===== src/rtl/rename_pkg.sv =====
// Shared rename-stage constants, the free-list state enum and a pointer helper.
package rename_pkg;

  localparam int unsigned NUM_PREGS = 64;
  localparam int unsigned NUM_AREGS = 32;
  localparam int unsigned PREG_W    = 6;
  localparam int unsigned FL_DEPTH  = NUM_PREGS - 1;
  localparam int unsigned INIT_FILL = NUM_PREGS - NUM_AREGS;

  typedef enum logic [0:0] {
    StInit,
    StRun
  } rename_state_e;

  // Circular free-list pointer increment; wraps after the last slot.
  function automatic logic [PREG_W-1:0] fl_ptr_inc(input logic [PREG_W-1:0] ptr);
    if (ptr == PREG_W'(FL_DEPTH - 1)) begin
      return '0;
    end
    return ptr + PREG_W'(1);
  endfunction

endpackage


===== src/rtl/lowest_set_enc.sv =====
// Lowest-set-bit priority encoder: index of the least significant set bit plus an any flag.
module lowest_set_enc #(
  parameter int unsigned Width = 64,
  parameter int unsigned IdxW  = 6
) (
  input  logic [Width-1:0] vec_i,
  output logic [IdxW-1:0]  idx_o,
  output logic             any_o
);

  always_comb begin
    idx_o = '0;
    // Scan downwards so the lowest set bit is the last assignment.
    for (int i = int'(Width) - 1; i >= 0; i--) begin
      if (vec_i[i]) begin
        idx_o = IdxW'(i);
      end
    end
  end

  assign any_o = |vec_i;

endmodule


===== src/rtl/preg_free_list_ctrl.sv =====
// Physical-register free list: initial fill, one allocation per cycle, and
// reclaim of ROB-released registers through a pending vector drained lowest-first.
module preg_free_list_ctrl
  import rename_pkg::*;
(
  input  logic                 clk_i,
  input  logic                 rst_i,
  input  logic                 alloc_req_i,
  output logic                 alloc_valid_o,
  output logic [PREG_W-1:0]    alloc_preg_o,
  output logic                 stall_o,
  input  logic [NUM_PREGS-1:0] retire_mask_i,
  output logic [PREG_W:0]      free_count_o,
  output logic                 init_done_o,
  output logic                 dbl_free_err_o
);

  rename_state_e        state_q, state_d;
  logic [PREG_W-1:0]    init_ptr_q, init_ptr_d;
  logic [PREG_W-1:0]    head_q, head_d;
  logic [PREG_W-1:0]    tail_q, tail_d;
  logic [PREG_W:0]      count_q, count_d;
  logic [NUM_PREGS-1:0] pending_q, pending_d;
  logic [NUM_PREGS-1:0] in_free_q, in_free_d;
  logic                 dbl_q, dbl_d;
  logic [PREG_W-1:0]    fifo_q [FL_DEPTH];

  logic [PREG_W-1:0]    enc_idx;
  logic                 enc_any;
  logic                 pop, drain, init_wr, wr_en;
  logic [PREG_W-1:0]    wr_data;
  logic [NUM_PREGS-1:0] rel, drain_sel;

  lowest_set_enc #(
    .Width (NUM_PREGS),
    .IdxW  (PREG_W)
  ) u_enc (
    .vec_i (pending_q),
    .idx_o (enc_idx),
    .any_o (enc_any)
  );

  assign alloc_valid_o  = (state_q == StRun) && (count_q != '0);
  assign alloc_preg_o   = fifo_q[head_q];
  assign stall_o        = ~alloc_valid_o;
  assign free_count_o   = count_q;
  assign init_done_o    = (state_q == StRun);
  assign dbl_free_err_o = dbl_q;

  always_comb begin
    pop       = alloc_req_i && alloc_valid_o;
    init_wr   = (state_q == StInit);
    drain     = (state_q == StRun) && enc_any;
    wr_en     = init_wr || drain;
    wr_data   = init_wr ? (PREG_W'(NUM_AREGS) + init_ptr_q) : enc_idx;

    drain_sel = '0;
    if (drain) begin
      drain_sel[enc_idx] = 1'b1;
    end

    // p0 is hard-wired to x0 and never enters the pool.
    rel       = retire_mask_i;
    rel[0]    = 1'b0;
    pending_d = (pending_q & ~drain_sel) | (rel & ~in_free_q & ~pending_q);
    dbl_d     = dbl_q || (|(rel & (in_free_q | pending_q)));

    in_free_d = in_free_q;
    if (pop) begin
      in_free_d[alloc_preg_o] = 1'b0;
    end
    if (wr_en) begin
      in_free_d[wr_data] = 1'b1;
    end

    head_d  = pop ? fl_ptr_inc(head_q) : head_q;
    tail_d  = wr_en ? fl_ptr_inc(tail_q) : tail_q;
    count_d = count_q + (PREG_W + 1)'(wr_en) - (PREG_W + 1)'(pop);

    state_d    = state_q;
    init_ptr_d = init_ptr_q;
    if (init_wr) begin
      init_ptr_d = init_ptr_q + PREG_W'(1);
      if (init_ptr_q == PREG_W'(INIT_FILL - 1)) begin
        state_d = StRun;
      end
    end
  end

  always_ff @(posedge clk_i) begin
    if (rst_i) begin
      state_q    <= StInit;
      init_ptr_q <= '0;
      head_q     <= '0;
      tail_q     <= '0;
      count_q    <= '0;
      pending_q  <= '0;
      in_free_q  <= '0;
      dbl_q      <= 1'b0;
    end else begin
      state_q    <= state_d;
      init_ptr_q <= init_ptr_d;
      head_q     <= head_d;
      tail_q     <= tail_d;
      count_q    <= count_d;
      pending_q  <= pending_d;
      in_free_q  <= in_free_d;
      dbl_q      <= dbl_d;
    end
  end

  // Storage carries no reset; entries are only read once written.
  always_ff @(posedge clk_i) begin
    if (wr_en && !rst_i) begin
      fifo_q[tail_q] <= wr_data;
    end
  end

endmodule


===== config.mk =====
export PLATFORM = sky130hd
export DESIGN_NAME = preg_free_list_ctrl
export DESIGN_NICKNAME = d
export VERILOG_FILES = /design/src/rtl/rename_pkg.sv /design/src/rtl/lowest_set_enc.sv /design/src/rtl/preg_free_list_ctrl.sv
export SDC_FILE = /design/constraint.sdc
export NUM_CORES = 1
export LEC_CHECK = 0
export CAP_MARGIN = 20
export CORE_UTILIZATION = 35
export DETAILED_ROUTE_END_ITERATION = 8
export PLACE_DENSITY = 0.48
export SYNTH_ARGS = -nofsm -noshare
export SYNTH_HDL_FRONTEND = slang
export SYNTH_SLANG_ARGS = --single-unit

===== constraint.sdc =====
create_clock -name clk_i -period 8.1 [get_ports clk_i]
set_input_delay 1.62 -clock clk_i [delete_from_list [all_inputs] [get_ports clk_i]]
set_output_delay 1.62 -clock clk_i [all_outputs]
set_load 0.03 [all_outputs]

==> metrics.md, run 1 <==
| Metric | Value |
|---|---|
| Via-per-instance ratio | around 5.6 |
| Die Height | 258.8 um |
| Num CTS Buffers | 58 |
| Tcrit/Tclk final | between 70% and 80% |
| PortBufs | 82 |
| Finished Layout Cells | 2715 |
| Final Skew | 0.04003 ns |
| GR Util met3 | 3.668% |
| Post-cts sizing count | 0 |
| Total number of vias | 15310 |
| CP Launch Type | flip-flop |
| Lkg Pwr | 8.495 nW |
| Slew HR | 16.59% |
| Crit-path most repeated cell | a22oi_1 |
| Area Growth Syn to Fin | 16.18% |
| Met1 Use GR | 30.62% |
| Yosys reg bits | 538 |
| Fillcell total | 5987 |
| VDD IR max | 152.1 uV |
| CP Cell Sequence | buf_12 -> mux4_2 -> a22oi_1 -> nand2_1 -> a22oi_1 -> and3_2 -> inv_2 -> clkdlybuf4s50_1 |
| Layout cells sized above 1 | ~14% |
| Least-Margin Pin Slew | roughly 1.2 ns |
| Worst Hold Depth | 2 |
| Antenna diodes | 0 |
| Hold Startpoint | in_free_q[54] |
| Req. time, crit path | 6.48 ns |
| Hold path endpoint | in_free_q[54] |
| Clock H-tree levels | 2 |
| Crit-path max cell delay | 0.74 ns |
| Post-Syn Instances | 1724 |
| Dpl cells | 2605 |
| Endpoint class of the critical path | output pin |
| Post-synthesis net count | ~1800 |
| P per Cell Area | 232.1 nW/um^2 |
| Critical path type | flip-flop to output pin |
| Rows | 93 |
| Hold_buf cts | 0 |
| Delay-heaviest family, CP | buffers and inverters |
| Max Cap Violations | 0 |
| GR met2 Demand/Resource | 31.12% |
| CTS tree | built |
| Horiz. Die Dim | 258.8 um |
| Vias in the first global route | 15030 |
| Syn Area/Cell | 13.38 sq um |
| Hold WC Path Type | flip-flop to flip-flop |
| CTS sink cnt | 538 |
| Die area | 66950 sq um |
| Drt initial violations | 1495 |
| GR Util All Layers | approximately a fifth |
| Worst-path clk slew | 0.06 ns |
| Synth area leader | edfxtp_1 |
| Initial antenna violation count | 0 |
| CTS max path bufs | 3 |
| Synth Cell Area | around 23000 sq um |
| Reg2reg end | free_count_o[6] |
| Final hold slack | 0.4939 ns |
| EDFF count, synth | ~380 |
| RD Place Congestion | a little over 0.9 |
| Synth top area cells | edfxtp_1 49%, dfxtp_1 14%, mux4_2 9.6%, nor2_1 2.7%, o21ai_0 2.5% |
| Post-DP HPWL | 46770 um |
| GR peak layer | met2 |
| Global-route wire length before repair | 101800 um |
| Initial Util | 35.60% |
| Worst path slowest cell | dfxtp_4 |
| Reg2reg start | pending_q[10] |
| Seq/Total Area, Yosys | a little over three fifths |
| Final setup vio count | 0 |
| Largest net degree at the start of global routing | 77 |
| Top cell type's share of synthesized area | 49.20% |
| R2R Setup Slk | 3.35 ns |
| Slew Viols, Final | 0 |
| Fmax | 166.1 MHz |
| TNS Setup | 0 ns |
| Endpoints failing hold | 0 |
| CORE AREA | 64810 sq um |
| Outcome | complete, no violations |
| YS warnings | 0 |
| WL final | 70100 um |
| Ys async rst share | 0% |
| Clock latency on the worst-skew pair | ~0.64 ns |
| Pre-antenna DRT Iters | 5 |
| CP bufs+invs | 3 |
| Tmin final | 6.020 ns |
| Post-synth cell types | 77 |
| Clk root buf | clkbuf_16 |
| Setup bufs post-CTS | 0 |
| FF-to-FF path depth | 18 |
| Io pins | 84 |
| Layout Nets | 1892 |
| Post-route ant nets | 0 |
| DR DRC count | 0 |
| Crit-path max FO | 34 |
| Grt ovf | 0 |
| Crit path DAT | 4.40 ns |
| Wire length per cell | 25.82 um |
| Unrepaired setup endpoints after global routing | no |
| Most used flip-flop cell after synthesis | edfxtp_1 |
## cells in the mapped netlist (4+ instances only)
cell,n
o21ai_1,38
a22o_1,9
or4_1,9
o21ai_0,114
a31oi_1,31
buf_1,8
a21oi_1,57
nand2_1,59
o32ai_1,26
nand3_1,22
nor2_1,169
a211oi_1,31
xnor2_1,7
o21bai_1,28
edfxtp_1,378
o32ai_2,4
nor2b_1,75
o31ai_1,12
buf_2,12
o211ai_1,9
dfxtp_1,160
a22oi_1,20
mux2_2,4
a311oi_1,10
nand4_1,20
and3_1,10
nor3_1,16
nand3_2,7
xor2_1,8
and2_1,4
nand3_4,4
buf_6,6
inv_1,68
a21boi_0,4
a21o_1,10
or3_1,15
mux4_2,98
ha_1,14
clkbuf_1,52
o221ai_1,5
nand2b_1,9
nor4_1,23
## metrics by stage
step	worst slack, ns	cell area [sq um]	power [W]	util [%]
finish	2.080	26810	0.006223	41.36
global route	1.875	26810	0.006415	41.36
CTS	1.974	26810	0.006276	41.36
detailed placement	2.637	24870	0.003560	38.36
global placement	2.664	24860	0.003555	38.35
floorplan	2.978	23070	0.003352	-
## flip-flops by register name (all words and copies together), names as in the netlist, named ones only
register / cells
free_count_o: 7
in_free_q: 63
dbl_free_err_o: 1
init_done_o: 1
head_q: 6
fifo_q: 378
pending_q: 64
tail_q: 6
init_ptr_q: 6
## how the worst max path moves through the flow
stage | endpoint | cells after the start | slack [ns] | startpoint
global route | alloc_preg_o[3] | 8 | 1.87 | flip-flop
floorplan | in_free_q[56] | 6 | 2.98 | pending_q[7]
finish | alloc_preg_o[3] | 8 | 2.08 | flip-flop
global placement | alloc_preg_o[3] | 8 | 2.66 | flip-flop
CTS | alloc_preg_o[3] | 8 | 1.97 | flip-flop
detailed placement | alloc_preg_o[3] | 8 | 2.64 | flip-flop
## logic make-up (layout without fill, tap and decap cells)
family	count (synthesis)	in the layout	synth area share, %
fa+ha+maj	15	15	0.8460
mux	105	105	9.892
compound gates	438	438	12.48
flops	538	538	63.08
simple gates	459	459	10.29
xor+xnor	15	15	0.5694
buf+inv	154	290	2.836
## placed cells by master (no fill, tap or decap), drive strengths merged, types with 23 or more instances in the layout
cell type,instances
nor2,169
clkdlybuf4s50,81
clkbuf,75
o21ai,152
nand3,33
a21oi,59
o32ai,30
nand2,59
nor2b,75
edfxtp,378
inv,72
dfxtp,160
a31oi,31
clkinv,25
buf,26
o21bai,28
mux4,98
nor4,23
a211oi,34
## power breakdown
part | internal [W] | switching (W)
Combinational | 0.000169 | 0.000302
Sequential | 0.00298 | 0.0000573
Clock | 0.00159 | 0.00112
## metal layers
| layer | part of all wire (%) | vias to the layer above |
|---|---|---|
| li1 | - | 6877 |
| met1 | 47 | 7781 |
| met2 | 44 | 533 |
| met3 | 6.5 | 117 |
| met4 | 2.9 | 0 |
| met5 | 0 | - |
## cell type report
class | instances | area (sq um) | area share [%]
clock inverters | 35 | 405.4 | 1.512
inverters | 73 | 279.0 | 1.041
flip-flops and latches | 538 | 14560 | 54.32
repair buffers | 107 | 1031 | 3.846
clock buffers | 75 | 1535 | 5.727
well taps | 855 | 1070 | 3.991
multi-input cells | 1032 | 7924 | 29.56
## worst register-to-register path, delay by kind of cell (launching register included)
family	cells	cell delay, ns
DFF	1	0.37
buffers and inverters	4	0.62
AOI/OAI and AO/OA	4	0.42
and+or+nand+nor	7	2.31
adders and majority gates	3	0.89
Note: power is estimated with default switching activity, not from simulation.
==> inputs of run 2 (changes only) <==
clock period = 6.3 ns   (was 8.1 ns; I/O delays follow)
==> metrics.md, run 2 (synthesized netlist as in run 1, its figures left out) <==
| Metric | Value |
|---|---|
| Outcome | complete, no violations (unchanged) |
| Tcrit/Tclk final | a little under nine tenths |
| Crit path DAT | 4.18 ns (was 4.40 ns) |
| Final setup vio count | 0 (unchanged) |
| Placed cell area | 24880 sq um (was 24870 sq um) |
| Area Growth Syn to Fin | 16.19% (was 16.18%) |
| Worst slack, placed | 1.442 ns (was 2.637 ns) |
| Total number of vias | 15470 (was 15310) |
| Final worst setup slack | 0.8629 ns (was 2.080 ns) |
| Post-cts sizing count | 0 (unchanged) |
| Unrepaired setup endpoints after global routing | no (unchanged) |
| Critical path type | flip-flop to output pin (unchanged) |
| Layout cells sized above 1 | 13.90% (was 13.76%) |
| Clock H-tree levels | 2 (unchanged) |
| Hold WC Path Type | flip-flop to flip-flop (unchanged) |
| Grt ovf | 0 (unchanged) |
| Endpoint class of the critical path | output pin (unchanged) |
| CORE AREA | 64810 sq um (unchanged) |
| Initial Util | 35.60% (unchanged) |
| Rows | 93 (unchanged) |
| Slew Viols, Final | 0 (unchanged) |
| Clk root buf | clkbuf_16 (unchanged) |
| Largest net degree at the start of global routing | 100 (was 77) |
| Fin area | 26810 sq um (about the same) |
| Worst-path clk slew | 0.06 ns (about the same) |
| Biggest register | fifo_q (unchanged) |
| RD Place Congestion | 0.9395 (was 0.9341) |
| Crit-path max FO | 37 (was 34) |
| Layout Nets | 1895 (was 1892) |
| CP Launch Type | flip-flop (unchanged) |
| Via-per-instance ratio | 5.691 (was 5.638) |
| Final Skew | 0.04173 ns (was 0.04003 ns) |
| Die Height | 258.8 um (unchanged) |
| Initial antenna violation count | 0 (unchanged) |
| CTS tree | built (unchanged) |
| Drt initial violations | 1596 (was 1495) |
| Post-DP HPWL | 47450 um (was 46770 um) |
| Io pins | 84 (unchanged) |
| Largest registers | fifo_q x378, pending_q x64, in_free_q x63 (unchanged) |
| PortBufs | 82 (unchanged) |
| DR DRC count | 0 (unchanged) |
| Req. time, crit path | 5.04 ns (was 6.48 ns) |
| Least-Margin Pin Slew | 1.270 ns (was 1.244 ns) |
| Lkg Pwr | 8.506 nW (was 8.495 nW) |
| Setup bufs post-CTS | 0 (unchanged) |
| Tmin final | approximately 5.4 ns |
| CTS sink cnt | 538 (unchanged) |
| Fmax | 183.9 MHz |
| CTS max path bufs | 3 (unchanged) |
| VDD IR max | 181.0 uV (was 152.1 uV) |
| Horiz. Die Dim | 258.8 um (unchanged) |
| Slew HR | 14.82% (was 16.59%) |
| Fillcell total | 5936 (was 5987) |
| Global-route wire length before repair | 103100 um (was 101800 um) |
| Final hold slack | 0.4925 ns (was 0.4939 ns) |
| Max Cap Violations | 0 (unchanged) |
| P per Cell Area | 295.1 nW/um^2 (was 232.1 nW/um^2) |
| WL final | 70960 um (was 70100 um) |
| Commonest non-fill, non-tap cells in the layout | 378 x edfxtp_1, 167 x nor2_1, 158 x dfxtp_1 (unchanged) |
| Clock latency on the worst-skew pair | 0.65 ns (was 0.64 ns) |
| Die area | 66950 sq um (unchanged) |
| Antenna diodes | 0 (unchanged) |
| Num CTS Buffers | 60 (was 58) |
| TNS Setup | 0 ns (unchanged) |
| Commonest non-fill, non-tap cell in the layout | edfxtp_1 (unchanged) |
| Endpoints failing hold | 0 (unchanged) |
| Post-route ant nets | 0 (unchanged) |
| Vias in the first global route | 14890 (was 15030) |
| GR Util All Layers | 21.13% (was 20.86%) |
| Wire length per cell | 26.11 um (was 25.82 um) |
| Final core utilization | 41.36% (about the same) |
| Pre-antenna DRT Iters | 6 (was 5) |
| Hold_buf cts | 0 (unchanged) |
| Max reg flops | 378 (unchanged) |
run 2: metrics by stage:
step / cells / total power, W
5_1_grt: 2718 / 0.008173
6_report: 2718 / 0.007911
3_5_place_dp: 2605 / 0.004580
4_1_cts: 2717 / 0.007971
2_1_floorplan: 1724 / 0.004309
3_3_place_gp: 2604 / 0.004570
run 2: worst max-delay path: stages (launching register included):
cell and delay (ns):
dfxtp_4 0.58, buf_12 0.34, mux4_2 0.57, a22oi_1 0.40
nand2_1 0.11, a22oi_1 0.32, and3_2 0.40, inv_2 0.15
clkdlybuf4s50_1 0.63
run 2: worst paths after layout:
path | startpoint | end | slack, ns | depth (start not counted)
setup / recovery | flip-flop | alloc_preg_o[4] | 0.86 | 8
hold / removal | in_free_q[50] | in_free_q[50] | 0.49 | 2
setup reg to reg | pending_q[23] | free_count_o[6] | 1.46 | 17
hold reg to reg | in_free_q[50] | in_free_q[50] | 0.49 | 2
run 2: power breakdown:
part	switching, W	internal, W
Combinational	0.000392	0.000222
Sequential	0.0000739	0.00383
Clock	0.00147	0.00192
Total	0.00194	0.00597
run 2: cell type report:
cell class	instances	area, sq um	share of cell area, %
Tap cell	855	1070	3.990
Inverter	73	279.0	1.041
Clock buffer	86	1659	6.189
Clock inverter	26	251.5	0.9381
Multi-Input combinational cell	1032	7924	29.56
Sequential cell	538	14560	54.32
Timing Repair Buffer	108	1064	3.967
run 2: per-layer routing:
metal,track usage [%],share of wire (%)
met1,31.20,46
met2,31.93,45
met3,3.228,6.3
met4,6.377,2.8
met5,0,0
==> inputs of run 3 (changes only) <==
ABC_CLOCK_PERIOD_IN_PS = 6300   (was default)
CORE_UTILIZATION = 40   (was 35)
PLACE_DENSITY = 0.53   (was 0.48)
==> metrics.md, run 3 (synthesized netlist as in run 1, its figures left out) <==
| Metric | Value |
|---|---|
| Max reg flops | 378 (unchanged) |
| Vias in the first global route | 14870 (was 14890) |
| Endpoint class of the critical path | output pin (unchanged) |
| Largest registers | fifo_q x378, pending_q x64, in_free_q x63 (unchanged) |
| Lkg Pwr | 8.507 nW (was 8.506 nW) |
| CP Cell Sequence | buf_12 -> mux4_2 -> a22oi_1 -> nand2_1 -> a22oi_1 -> and3_2 -> inv_2 -> clkdlybuf4s50_1 (unchanged) |
| CORE AREA | 56710 sq um (was 64810 sq um) |
| Reg2reg start | pending_q[23] (unchanged) |
| Biggest register | fifo_q (unchanged) |
| Crit path DAT | 4.18 ns (about the same) |
| Crit-path most repeated cell | a22oi_1 (unchanged) |
| Initial Util | 40.68% (was 35.60%) |
| Layout Nets | 1898 (was 1895) |
| P per Cell Area | 294.3 nW/um^2 (was 295.1 nW/um^2) |
| Total number of vias | 15460 (was 15470) |
| Drt initial violations | 1680 (was 1596) |
| Antenna diodes | 0 (unchanged) |
| Horiz. Die Dim | 242.2 um (was 258.8 um) |
| Crit-path max FO | 29 (was 37) |
| Commonest non-fill, non-tap cell in the layout | edfxtp_1 (unchanged) |
| Tmin final | 5.443 ns (was 5.437 ns) |
| Post-DP HPWL | 45720 um (was 47450 um) |
| Crit-path max cell delay | 0.77 ns (was 0.63 ns) |
| TNS Setup | 0 ns (unchanged) |
| Hold WC Path Type | flip-flop to flip-flop (unchanged) |
| Area Growth Syn to Fin | 15.53% (was 16.19%) |
| Grt ovf | 0 (unchanged) |
| Wire length per cell | 25.86 um (was 26.11 um) |
| Final hold slack | 0.4948 ns (was 0.4925 ns) |
| Die Height | 242.2 um (was 258.8 um) |
| Req. time, crit path | 5.04 ns (about the same) |
| Clock H-tree levels | 2 (unchanged) |
| Worst-path clk slew | 0.06 ns (about the same) |
| CP Launch Type | flip-flop (unchanged) |
| Pre-antenna DRT Iters | 5 (was 6) |
| Post-cts sizing count | 0 (unchanged) |
| Num CTS Buffers | 58 (was 60) |
| Critical path type | flip-flop to output pin (unchanged) |
| CTS sink cnt | 538 (unchanged) |
| Clock latency on the worst-skew pair | 0.62 ns (was 0.65 ns) |
| Via-per-instance ratio | 5.908 (was 5.691) |
| Worst path slowest cell | dfxtp_4 (was clkdlybuf4s50_1) |
| Slew HR | 14.98% (was 14.82%) |
| Setup bufs post-CTS | 0 (unchanged) |
| Die area | 58640 sq um (was 66950 sq um) |
| Final core utilization | 47.00% (was 41.36%) |
| Dpl cells | 2510 (was 2605) |
| Clk root buf | clkbuf_16 (unchanged) |
| Outcome | complete, no violations (unchanged) |
| DR DRC count | 0 (unchanged) |
| WL final | 67670 um (was 70960 um) |
| Finished Layout Cells | 2617 (was 2718) |
| Initial antenna violation count | 1 (was 0) |
| Layout cells sized above 1 | 14.51% (was 13.90%) |
| Post-route ant nets | 0 (unchanged) |
| Least-Margin Pin Slew | 1.269 ns (was 1.270 ns) |
| PortBufs | 82 (unchanged) |
| CTS max path bufs | 3 (unchanged) |
| Endpoints failing hold | 0 (unchanged) |
| Final Skew | 0.03137 ns (was 0.04173 ns) |
| Rows | 87 (was 93) |
| Final setup vio count | 0 (unchanged) |
| Fmax | 183.7 MHz (was 183.9 MHz) |
| Hold Startpoint | in_free_q[50] (unchanged) |
| Slew Viols, Final | 0 (unchanged) |
| Max Cap Violations | 0 (unchanged) |
| VDD IR max | 211.4 uV (was 181.0 uV) |
| Tcrit/Tclk final | 86.39% (was 86.30%) |
| Io pins | 84 (unchanged) |
| Largest net degree at the start of global routing | 69 (was 100) |
| Commonest non-fill, non-tap cells in the layout | 378 x edfxtp_1, 168 x nor2_1, 158 x dfxtp_1 (was 378 x edfxtp_1, 167 x nor2_1, 158 x dfxtp_1) |
| CTS tree | built (unchanged) |
| GR Util All Layers | 22.94% (was 21.13%) |
| Hold_buf cts | 0 (unchanged) |
| Global-route wire length before repair | 99380 um (was 103100 um) |
| RD Place Congestion | 0.9428 (was 0.9395) |
| Unrepaired setup endpoints after global routing | no (unchanged) |
## run 3: changes by cell type in the layout (fill, tap and decap cells not counted), sizes merged
cell and change:
clkinv +3, bufinv +2, clkinvlp +4, buf +4
clkbuf -16, inv +1
## run 3: path summary, 6_finish.rpt
kind | endpoint | slack [ns] | cells after the start
max | alloc_preg_o[4] | 0.86 | 8
min | in_free_q[50] | 0.49 | 2
max reg2reg | free_count_o[6] | 1.36 | 17
min reg2reg | in_free_q[50] | 0.49 | 2
## run 3: through the flow
step | setup WS, ns | total power (W) | cell area, sq um
after detailed placement | 1.462 | 0.004573 | 24790
after global routing | 0.6371 | 0.008088 | 26650
final | 0.8572 | 0.007844 | 26650
after global placement | 1.464 | 0.004564 | 24790
after floorplan | 1.178 | 0.004309 | 23070
after CTS | 0.8033 | 0.007888 | 26630
## run 3: report_power, final
| part | switching [W] | internal (W) |
|---|---|---|
| sequential | 0.0000738 | 0.00383 |
| combinational | 0.000388 | 0.000219 |
| clock | 0.00143 | 0.00190 |
## run 3: layer usage
metal  routed length (um)  GRT usage [%]
met1                29540          33.16
met2                30710          35.02
met3                 5258          4.043
met4                 2154          7.446
met5                    0              0
## run 3: cell type report
cell class / instances / area (sq um)
Tap cell: 756 / 945.9
Inverter: 73 / 279.0
Fill cell: 4987 / 30060
Timing Repair Buffer: 113 / 1094
Clock buffer: 69 / 1534
Sequential cell: 538 / 14560
Multi-Input combinational cell: 1032 / 7925
Clock inverter: 36 / 315.3
## run 3: worst max-delay path: cells and delay by family (launching register included)
kind | cells | cell delay, ns
muxes | 1 | 0.52
and+or+nand+nor | 2 | 0.50
buffers and inverters | 3 | 1.08
AOI/OAI and AO/OA | 2 | 0.66
DFF | 1 | 0.77
